File: config.mk
export PLATFORM = sky130hd
export DESIGN_NAME = instr_encoder_loader_flat
export DESIGN_NICKNAME = d
export VERILOG_FILES = /design/src/rtl/instr_encoder_loader_if.sv /design/src/rtl/instr_encoder_loader.sv /design/src/flat_wrapper.sv
export SDC_FILE = /design/constraint.sdc
export NUM_CORES = 1
export LEC_CHECK = 0
export CAP_MARGIN = 10
export CORE_MARGIN = 5
export CORE_UTILIZATION = 41
export CTS_CLUSTER_SIZE = 10
export DETAILED_ROUTE_END_ITERATION = 6
export PLACE_DENSITY = 0.87
export SYNTH_ARGS = -nofsm -noshare
export SYNTH_HDL_FRONTEND = slang
export SYNTH_SLANG_ARGS = --single-unit
File: constraint.sdc
create_clock -name clk -period 2.3 [get_ports clk]
set_input_delay 0.345 -clock clk [delete_from_list [all_inputs] [get_ports clk]]
set_output_delay 0.345 -clock clk [all_outputs]
set_load 0.005 [all_outputs]
File: src/rtl/instr_encoder_loader_if.sv
// Instruction encoder/loader bus bundle.
// Groups the field-tuple input stream and the instruction-memory write port.
//   Stream : in_valid, in_ready, in_last, itype, opcode, funct, rs, rt, rd,
//            imm, jmp
//   Memory : mem_we, mem_addr, mem_wdata
// master: producer of tuples / consumer of the write port (bench, boot ctrl).
// slave : the loader itself.
interface instr_encoder_loader_if #(
  parameter int ADDR_W = 8
);
  logic                     in_valid;
  logic                     in_ready;
  logic                     in_last;
  logic [1:0]               itype;
  logic [5:0]               opcode;
  logic [5:0]               funct;
  logic [3:0]               rs;
  logic [3:0]               rt;
  logic [3:0]               rd;
  logic signed [31:0]       imm;
  logic signed [31:0]       jmp;
  logic                     mem_we;
  logic [ADDR_W-1:0]        mem_addr;
  logic [31:0]              mem_wdata;

  modport master (
    output in_valid, in_last, itype, opcode, funct, rs, rt, rd, imm, jmp,
    input  in_ready, mem_we, mem_addr, mem_wdata
  );

  modport slave (
    input  in_valid, in_last, itype, opcode, funct, rs, rt, rd, imm, jmp,
    output in_ready, mem_we, mem_addr, mem_wdata
  );
endinterface

File: src/rtl/instr_encoder_loader.sv
// instr_encoder_loader
// Packs decoded instruction field tuples into 32-bit words (same layout that
// instruction_memory decodes) and writes them to consecutive word addresses.
// One word is accepted and written every two cycles (LOAD -> WRITE).
//
// Ports:
//   clk        clock, rising edge
//   reset      asynchronous active-high reset
//   start      pulse, opens a session at base_addr (ignored unless idle)
//   base_addr  first word address of the session
//   bus        instr_encoder_loader_if.slave: tuple stream + memory write port
//   busy       high in LOAD and WRITE
//   done       one-cycle pulse at session end
//   err_code   00 none, 01 imm range, 10 jmp range, 11 memory overflow
//   word_count words written in the current/last session
//
// Optional feature: define ENCODER_RANGE_CHECK_EN to reject I-type immediates
// that do not fit 18 signed bits and J-type offsets that do not fit 26 signed
// bits. Without it those fields are silently truncated.
module instr_encoder_loader #(
  parameter int ADDR_W = 8,
  parameter int DEPTH  = 256
) (
  input  logic                clk,
  input  logic                reset,
  input  logic                start,
  input  logic [ADDR_W-1:0]   base_addr,
  instr_encoder_loader_if.slave bus,
  output logic                busy,
  output logic                done,
  output logic [1:0]          err_code,
  output logic [ADDR_W:0]     word_count
);

  localparam int DATA_W = 32;
  localparam logic [ADDR_W-1:0] LAST_ADDR = ADDR_W'(DEPTH - 1);
  localparam logic [ADDR_W-1:0] TOP_ADDR  = '1;

  typedef enum logic [1:0] {
    S_IDLE  = 2'd0,
    S_LOAD  = 2'd1,
    S_WRITE = 2'd2,
    S_DONE  = 2'd3
  } state_t;

  state_t              state_q, state_d;
  logic [ADDR_W-1:0]   addr_q, addr_d;
  logic [ADDR_W:0]     count_q, count_d;
  logic [1:0]          err_q, err_d;
  logic [DATA_W-1:0]   wdata_p0, wdata_d;
  logic                last_p0, last_d;
  logic [1:0]          range_err;

  // Field packing; reserved itype 11 falls through to the R layout.
  function automatic logic [DATA_W-1:0] encode_word(
    input logic [1:0]         itype,
    input logic [5:0]         opcode,
    input logic [5:0]         funct,
    input logic [3:0]         rs,
    input logic [3:0]         rt,
    input logic [3:0]         rd,
    input logic signed [31:0] imm,
    input logic signed [31:0] jmp
  );
    logic [DATA_W-1:0] w;
    case (itype)
      2'b01:   w = {opcode, rs, rt, imm[17:0]};
      2'b10:   w = {opcode, jmp[25:0]};
      default: w = {opcode, rs, rt, rd, 8'b0, funct};
    endcase
    return w;
  endfunction

`ifdef ENCODER_RANGE_CHECK_EN
  function automatic logic imm_fits(input logic signed [31:0] v);
    return (v >= -32'sd131072) && (v <= 32'sd131071);
  endfunction

  function automatic logic jmp_fits(input logic signed [31:0] v);
    return (v >= -32'sd33554432) && (v <= 32'sd33554431);
  endfunction

  always_comb begin
    range_err = 2'b00;
    if (bus.itype == 2'b01 && !imm_fits(bus.imm)) begin
      range_err = 2'b01;
    end else if (bus.itype == 2'b10 && !jmp_fits(bus.jmp)) begin
      range_err = 2'b10;
    end
  end
`else
  // Upper immediate/offset bits are dropped by design when checks are off.
  logic unused_hi_bits;
  assign unused_hi_bits = ^{bus.imm[31:18], bus.jmp[31:26]};
  assign range_err      = 2'b00;
`endif

  // Stage p0: registered control state, encoded word and last flag
  always_ff @(posedge clk or posedge reset) begin
    if (reset) begin
      state_q  <= S_IDLE;
      addr_q   <= '0;
      count_q  <= '0;
      err_q    <= 2'b00;
      wdata_p0 <= '0;
      last_p0  <= 1'b0;
    end else begin
      state_q  <= state_d;
      addr_q   <= addr_d;
      count_q  <= count_d;
      err_q    <= err_d;
      wdata_p0 <= wdata_d;
      last_p0  <= last_d;
    end
  end

  always_comb begin
    state_d      = state_q;
    addr_d       = addr_q;
    count_d      = count_q;
    err_d        = err_q;
    wdata_d      = wdata_p0;
    last_d       = last_p0;
    bus.in_ready = 1'b0;
    bus.mem_we   = 1'b0;
    busy         = 1'b0;
    done         = 1'b0;

    case (state_q)
      S_IDLE: begin
        if (start) begin
          state_d = S_LOAD;
          addr_d  = base_addr;
          count_d = '0;
          err_d   = 2'b00;
        end
      end

      S_LOAD: begin
        bus.in_ready = 1'b1;
        busy         = 1'b1;
        if (bus.in_valid) begin
          if (range_err != 2'b00) begin
            // Offending tuple is consumed but never reaches memory.
            err_d   = range_err;
            state_d = S_DONE;
          end else begin
            wdata_d = encode_word(bus.itype, bus.opcode, bus.funct, bus.rs,
                                  bus.rt, bus.rd, bus.imm, bus.jmp);
            last_d  = bus.in_last;
            state_d = S_WRITE;
          end
        end
      end

      S_WRITE: begin
        bus.mem_we = 1'b1;
        busy       = 1'b1;
        count_d    = count_q + 1'b1;
        addr_d     = addr_q + 1'b1;
        if (last_p0) begin
          state_d = S_DONE;
        end else if (addr_q == LAST_ADDR || addr_q == TOP_ADDR) begin
          // No room for another word: end the session instead of wrapping.
          err_d   = 2'b11;
          state_d = S_DONE;
        end else begin
          state_d = S_LOAD;
        end
      end

      S_DONE: begin
        done    = 1'b1;
        state_d = S_IDLE;
      end

      default: state_d = S_IDLE;
    endcase
  end

  assign bus.mem_addr  = addr_q;
  assign bus.mem_wdata = wdata_p0;
  assign err_code      = err_q;
  assign word_count    = count_q;

endmodule
File: src/flat_wrapper.sv
// flat-port wrapper written by rule: the top's interface ports become plain ports
module instr_encoder_loader_flat 
#(
  parameter int ADDR_W = 8,
  parameter int DEPTH  = 256
)
  (clk, reset, start, base_addr, busy, done, err_code, word_count, bus_in_valid, bus_in_last, bus_itype, bus_opcode, bus_funct, bus_rs, bus_rt, bus_rd, bus_imm, bus_jmp, bus_in_ready, bus_mem_we, bus_mem_addr, bus_mem_wdata);
  instr_encoder_loader_if #(.ADDR_W(ADDR_W)) bus_i ();
  input  logic clk;
  input  logic reset;
  input  logic start;
  input  logic [ADDR_W-1:0] base_addr;
  output logic busy;
  output logic done;
  output logic [1:0] err_code;
  output logic [ADDR_W:0] word_count;
  input wire logic [$bits(bus_i.in_valid)-1:0] bus_in_valid;
  input wire logic [$bits(bus_i.in_last)-1:0] bus_in_last;
  input wire logic [$bits(bus_i.itype)-1:0] bus_itype;
  input wire logic [$bits(bus_i.opcode)-1:0] bus_opcode;
  input wire logic [$bits(bus_i.funct)-1:0] bus_funct;
  input wire logic [$bits(bus_i.rs)-1:0] bus_rs;
  input wire logic [$bits(bus_i.rt)-1:0] bus_rt;
  input wire logic [$bits(bus_i.rd)-1:0] bus_rd;
  input wire logic [$bits(bus_i.imm)-1:0] bus_imm;
  input wire logic [$bits(bus_i.jmp)-1:0] bus_jmp;
  output wire logic [$bits(bus_i.in_ready)-1:0] bus_in_ready;
  output wire logic [$bits(bus_i.mem_we)-1:0] bus_mem_we;
  output wire logic [$bits(bus_i.mem_addr)-1:0] bus_mem_addr;
  output wire logic [$bits(bus_i.mem_wdata)-1:0] bus_mem_wdata;
  assign bus_i.in_valid = bus_in_valid;
  assign bus_i.in_last = bus_in_last;
  assign bus_i.itype = bus_itype;
  assign bus_i.opcode = bus_opcode;
  assign bus_i.funct = bus_funct;
  assign bus_i.rs = bus_rs;
  assign bus_i.rt = bus_rt;
  assign bus_i.rd = bus_rd;
  assign bus_i.imm = bus_imm;
  assign bus_i.jmp = bus_jmp;
  assign bus_in_ready = bus_i.in_ready;
  assign bus_mem_we = bus_i.mem_we;
  assign bus_mem_addr = bus_i.mem_addr;
  assign bus_mem_wdata = bus_i.mem_wdata;
  instr_encoder_loader #(.ADDR_W(ADDR_W), .DEPTH(DEPTH)) u_core (.clk(clk), .reset(reset), .start(start), .base_addr(base_addr), .bus(bus_i), .busy(busy), .done(done), .err_code(err_code), .word_count(word_count));
endmodule
* Yosys cells after proc, flatten, opt, wreduce, memory -nomap -nowiden
Index checks and enable logic that the tools add are counted.
** Word-level totals
- Register bits after elaboration :: 54
- Latch bits :: 0
- Memory bits (writable) :: 0
- Bits in read-only memories :: 0
- Bits of input ports :: 103
- Output and inout port bits :: 55
- Word-level logic and storage cells :: 43
- Memories kept :: 0
** Cells by class
- $add $sub $neg :: 2
- $mul :: 0
- Divide/modulo/power cells :: 0
- Magnitude comparators :: 0
- Equal/unequal tests :: 10
- Shift-type cells :: 0
- Muxes and demuxes :: 18
- Bitwise gates (word level) :: 0
- Reductions and logical operators :: 7
** Operators by type and width (number)
- case mux 26 bit (2 select lines) :: 1
- case mux 9 bit (2 select lines) :: 1
- case mux 8 bit (2 select lines) :: 1
- 2-to-1 mux 2 bit :: 7
- adder 9 x 1 -> 9 bit, second input constant :: 1
- 2-to-1 mux 9 bit :: 1
- adder 8 x 1 -> 8 bit, second input constant :: 1
- equality test 8 bit, second input constant :: 1
- 2-to-1 mux 8 bit :: 1
- case mux 2 bit (4 select lines) :: 1
- equality test 2 bit, second input constant :: 3
- inequality test 2 bit, second input constant :: 3
- AND reduction 2 bit :: 3
- equality test 2 x 1 -> 1 bit, second input constant :: 2
- 2-to-1 mux 1 bit :: 4
- case mux 2 bit (2 select lines) :: 1
- AND reduction 4 bit :: 1
- zero test 2 bit :: 1
- inequality test 2 x 1 -> 1 bit, second input constant :: 1
- nonzero test 2 bit :: 1
- OR reduction 2 bit :: 1

* Longest topological paths before layout
- Depth after elaboration :: 4
- Depth in mapped cells :: 8
- Mapped depth without buffers :: 6

* Least setup slack after synthesis
No wires, ideal clock.
- Kind :: register -> register
- From :: register u_core.state_q[0]
- To :: register u_core.count_q[7], in the netlist u_core.word_count[7]
- Setup time :: 0.133 ns
- Arrival :: 1.455 ns
- Data required time :: 2.167 ns
- Setup slack :: 0.712 ns
- Stages on the path, launching flop included :: 9
- Path buffers :: 2
- Period minus slack after synthesis :: 1.588 ns
- Cells stage by stage :: dfrtp_1 > inv_1 > ha_1 > buf_4 > mux2i_1 > buf_4 > nor3_2 > xnor2_1 > nor2_1
** On the way
- Longest elaborated chain between the ends :: 3
- Elaborated cells between the ends (all ways) :: 6
- Those cells by class :: eq/ne: 2; mux: 1; reduce/logical: 3
** RTL lines
- from (decl) :: RTL line instr_encoder_loader.sv:46 : state_t state_q, state_d;
- from (signal assigned) :: RTL line instr_encoder_loader.sv:108 : state_q <= state_d;
- equality test 2 bit / zero test 2 bit (equally long branches) :: RTL line instr_encoder_loader.sv:129 : case (state_q)
- nonzero test 2 bit (no source line) / inequality test 2 bit (equally long branches)
- AND reduction 2 bit (no source line)
- to (signal assigned) :: RTL line instr_encoder_loader.sv:110 : count_q <= count_d;
- to (decl) :: RTL line instr_encoder_loader.sv:48 : logic [ADDR_W:0] count_q, count_d;
Parallel ways exist; a longest one is shown, timed or not.
A chain may end at the register's enable or synchronous reset.

* Worst setup path in the final report
- From :: register u_core.state_q[0]
- To :: output bus_mem_we
** On the way
- Longest elaborated chain between the ends :: 2
** RTL lines
- equality test 2 bit :: RTL line instr_encoder_loader.sv:129
- 2-to-1 mux 1 bit :: RTL line instr_encoder_loader.sv:129
- to (decl) :: RTL line flat_wrapper.sv:28 : output wire logic [$bits(bus_i.mem_we)-1:0] bus_mem_we;
Every way passes these cells.

==> impl.org <==
** CTS
- In this run, post-CTS repair resized a total of 0 instances.
- Number of clock buffers inserted by TritonCTS :: 5
- The longest clock path from root to sink contains 2 buffers.
- Worst skew pair latency :: 300 ps
- Count of buffers added by post-CTS timing repair for setup :: 0
- CTS Hold Buffers Added :: 0
- H-tree levels :: 2
- Clock-pin slew on the worst setup and hold paths :: 100 ps
- The tree is rooted in a clkbuf_8.
- Number of sinks driven by the clock tree :: 53
- TritonCTS built the clock tree.

** STA
- At the pin with the least slew margin, the transition time is 539 ps.
- Across the routed clock network, the largest skew measured is 9.28 ps.
- Ratio of final minimum period to clock period :: 84.3%
- The final number of max-transition violations came to 0.
- The tightest hold path in the finished design has a slack of 399 ps.
- After layout, the minimum clock period comes to 1940 ps.
- The hold violation total from the final report came to 0.
- RSZ-0062 raised after global routing :: no
- Max-slew headroom at the worst pin :: 64.0%
- Final Setup Violations :: 0
- Fmax :: 516 MHz
- Setup Total Neg Slack :: 0 ps

** Synth
- Mapped Area :: 0.00266 mm²
- Mux share of post-synthesis cell area :: 4.52%
- Of the total synthesized cell area, the portion taken by AND, OR, NAND and NOR gates is 16.9%.
- For this run, the register share of the synthesized area comes to 49.9%.
- Synth Flop Type :: dfrtp_1
- Async set or reset register ratio after synthesis :: 100%
- Yosys printed 0 warnings.
- Synthesized-area fraction occupied by adder cells :: 3.77%
- Post-synth EDFFs :: 0
- Each instance of the synthesized netlist takes up on average 9.73 µm².
- The synthesized netlist devotes 1.65% of its cell area to XOR and XNOR gates.
- The synthesized netlist contains 41 unique library cells.
- In the synthesized netlist, the number of instances is 273.
- Number of synthesized register bits :: 53
- After synthesis, the largest family of logic cells by area is compound AO/OA/AOI/OAI gates.
- The number of nets in the synthesized netlist is 384.
- Summing the areas of all compound-gate instances in the mapped netlist gives 19.4% of the synthesized area.

** Worst setup path
- Number of buffer and inverter stages on the critical path :: 2
- Worst setup SP type :: flop
- Maximum fanout encountered on the critical timing path :: 5
- In this run the critical register-to-register path is captured at u_core.word_count[3].
- Among all stages on the critical path, the largest delay is contributed by clkdlybuf4s50_1.
- Worst setup path endpoint :: bus_mem_we
- Cell breakdown of the critical path :: inv_1, ha_1, clkdlybuf4s50_1
- Worst setup path startpoint :: u_core.state_q[0]
- The worst setup path is captured at an output port.
- Maximum cell stage delay along the critical path :: 530 ps
- Startpoint of the lowest-slack register-to-register path :: u_core.state_q[0]
- Kind of cell adding the most delay to the critical path :: buffers and inverters
- Worst setup path class :: flop to output port
- Data arrives at the worst endpoint at 1590 ps.
- Data required, critical path :: 1960 ps
- The number of cells on the worst reg-to-reg path is 6.
- The worst register-to-register path has a setup slack of 510 ps.
- Counting buffers and inverters, the worst setup path is 3 cells deep.

** Floorplan
- Once the floorplan was initialized, standard cells occupied 42.1% of the core.
- Floorplan core area :: 0.00631 mm²
- I/O pin count :: 158
- Row Count :: 29
- Floorplan die width :: 90.5 µm
- The die is 90.5 µm tall.
- Die area :: 0.00819 mm²

** Power
- P_leak :: 1.81 nW
- Worst vdd rail ir drop :: 0.535 mV
- PwrDens :: 1050 mW/mm²

** Run status
- The run finished with clean final reports.

** Min path
- Tightest Hold Check Type :: input pin to asynchronous set/reset pin

** Route
- Drt pass-1 iters :: 4
- Vias per std cell :: 5.33
- Across all layers, the routed design uses 2630 vias.
- Routed length per instance :: 16.6 µm
- # DRC :: 0
- Residual antenna-violating net count after detailed routing :: 0
- Routed wire length :: 8180 µm
- Drt initial violations :: 110

** Finish
- Leaving out filler cells and counting taps, the final layout contains 493.
- The post-route netlist has 7.69% of its cells at a drive strength greater than 1.
- For this run, the post-layout net count is 526.
- The number of antenna diodes in the final layout is 0.
- Fill cells in the final layout number 506.
- The multi-input combinational cells in the finished layout cover a total of 0.00123 mm².
- Area of all sequential standard cells :: 0.00133 mm²
- Synth-to-Final Area Change :: 60.8%

** GRT
- Global routing used 19.4% of the available tracks across all layers.
- Summed over all layers, the global routing overflow is 0.
- Pin count of the biggest net entering global routing :: 27
- Initial antenna violation count :: 0
- The first global-routing pass estimated 13100 µm of wire.
- The via count of the first global-routing pass is 2696.

** Place
- During placement, the flow inserted port buffers numbering 137.
- Final estimated routing congestion in global placement :: 0.807
- Once placement completed, the tool counted placed cells totaling 485.
- DPL Wire Length :: 6530 µm

** Flow run
- The tool flagged a number of max-cap violations equal to 0.
logic make-up after synthesis:
family                   Yosys count
AND/OR/NAND/NOR                   92
AO/OA/AOI/OAI                     82
flip-flops                        53
buffers and inverters             22
multiplexers                      11
adder cells (fa/ha/maj)            8
XOR/XNOR                           5
cell type report:
type | count | area share [%]
Clock buffer | 7 | 2.02
Clock inverter | 1 | 0.703
Inverter | 5 | 0.439
Multi-Input combinational cell | 198 | 28.8
Sequential cell | 53 | 31.1
Tap cell | 77 | 2.26
Timing Repair Buffer | 152 | 34.7
cell usage in the layout, fill, tap and decap left out, types with 2 or more instances in the layout:
| master | n |
|---|---|
| o21ai_0 | 7 |
| or3_1 | 2 |
| o22ai_1 | 6 |
| xnor2_1 | 4 |
| nor2b_1 | 4 |
| mux2i_1 | 3 |
| ha_1 | 8 |
| inv_1 | 4 |
| dfrtp_1 | 53 |
| a21oi_1 | 16 |
| nand3_1 | 9 |
| clkbuf_8 | 6 |
| o21ai_1 | 17 |
| nor2_1 | 15 |
| and3_1 | 3 |
| buf_4 | 15 |
| nor3_1 | 2 |
| clkdlybuf4s50_1 | 137 |
| nor3_2 | 3 |
| nand2_1 | 40 |
| or2_1 | 2 |
| mux2_2 | 2 |
| nand4_1 | 4 |
| mux2_1 | 6 |
| a22oi_1 | 30 |
sequential cells by signal, indices dropped and copies added, names as in the netlist:
register	count
u_core.bus.mem_wdata	32
u_core.word_count	9
u_core.bus.mem_addr	8
u_core.state_q	2
u_core.err_code	1
u_core.last_p0	1
where the power goes:
group          total, mW  leakage [nW]  switching, mW  internal, mW
Sequential          1.62         0.671          0.311          1.31
Combinational       2.19          1.08          0.920          1.27
Clock              0.660        0.0585          0.304         0.356
Total               4.47          1.81           1.54          2.93
metal layers:
| layer | vias to the layer above | routed length [µm] | global-route usage, % |
|---|---|---|---|
| li1 | 1259 | - | - |
| met1 | 1253 | 3070 | 22.3 |
| met2 | 112 | 4080 | 32.7 |
| met3 | 6 | 977 | 9.00 |
| met4 | 0 | 53 | 4.47 |
| met5 | - | 0 | 0 |
Yosys cell counts, types with 3 or more instances:
library cell,count,area (µm²)
and3_1,3,18.8
a22oi_1,30,225
clkbuf_1,7,26.3
nand3_1,9,45.0
mux2i_1,3,30.0
dfrtp_1,53,1330
nand4_1,4,25.0
buf_2,6,30.0
buf_4,3,22.5
nand2_1,40,150
ha_1,8,100
xnor2_1,4,35.0
a21oi_1,16,80.1
nor2b_1,4,25.0
nor2_1,15,56.3
mux2_1,6,67.6
nor3_2,3,30.0
o22ai_1,6,37.5
o21ai_1,17,85.1
inv_1,5,18.8
o21ai_0,7,35.0
metrics by stage:
step / cell area [µm²] / power [mW] / utilization (%) / setup slack (ps)
2_1_floorplan: 2660 / 2.56 / - / 669
5_1_grt: 4270 / 4.80 / 67.6 / 267
3_3_place_gp: 4150 / 3.74 / 65.8 / 286
4_1_cts: 4270 / 4.50 / 67.6 / 333
6_report: 4270 / 4.47 / 67.6 / 360
3_5_place_dp: 4150 / 3.83 / 65.8 / 256
worst min-delay path by stage:
stage	from	to	cells after the start
3_3_place_gp	u_core.bus.mem_wdata[12]	u_core.bus.mem_wdata[12]	2
5_1_grt	reset	u_core.bus.mem_wdata[29]	2
4_1_cts	reset	u_core.bus.mem_wdata[3]	2
3_5_place_dp	u_core.bus.mem_wdata[10]	u_core.bus.mem_wdata[10]	2
6_report	reset	u_core.last_p0	2
2_1_floorplan	u_core.bus.mem_wdata[10]	u_core.bus.mem_wdata[10]	2
worst register-to-register path, stage by stage, from the launching register on:
cell and delay [ps]:
dfrtp_1 440, inv_1 100, ha_1 320, mux2i_1 140
buf_4 190, or3_1 360, a21oi_1 170
Power figures use the tool's default switching activity.
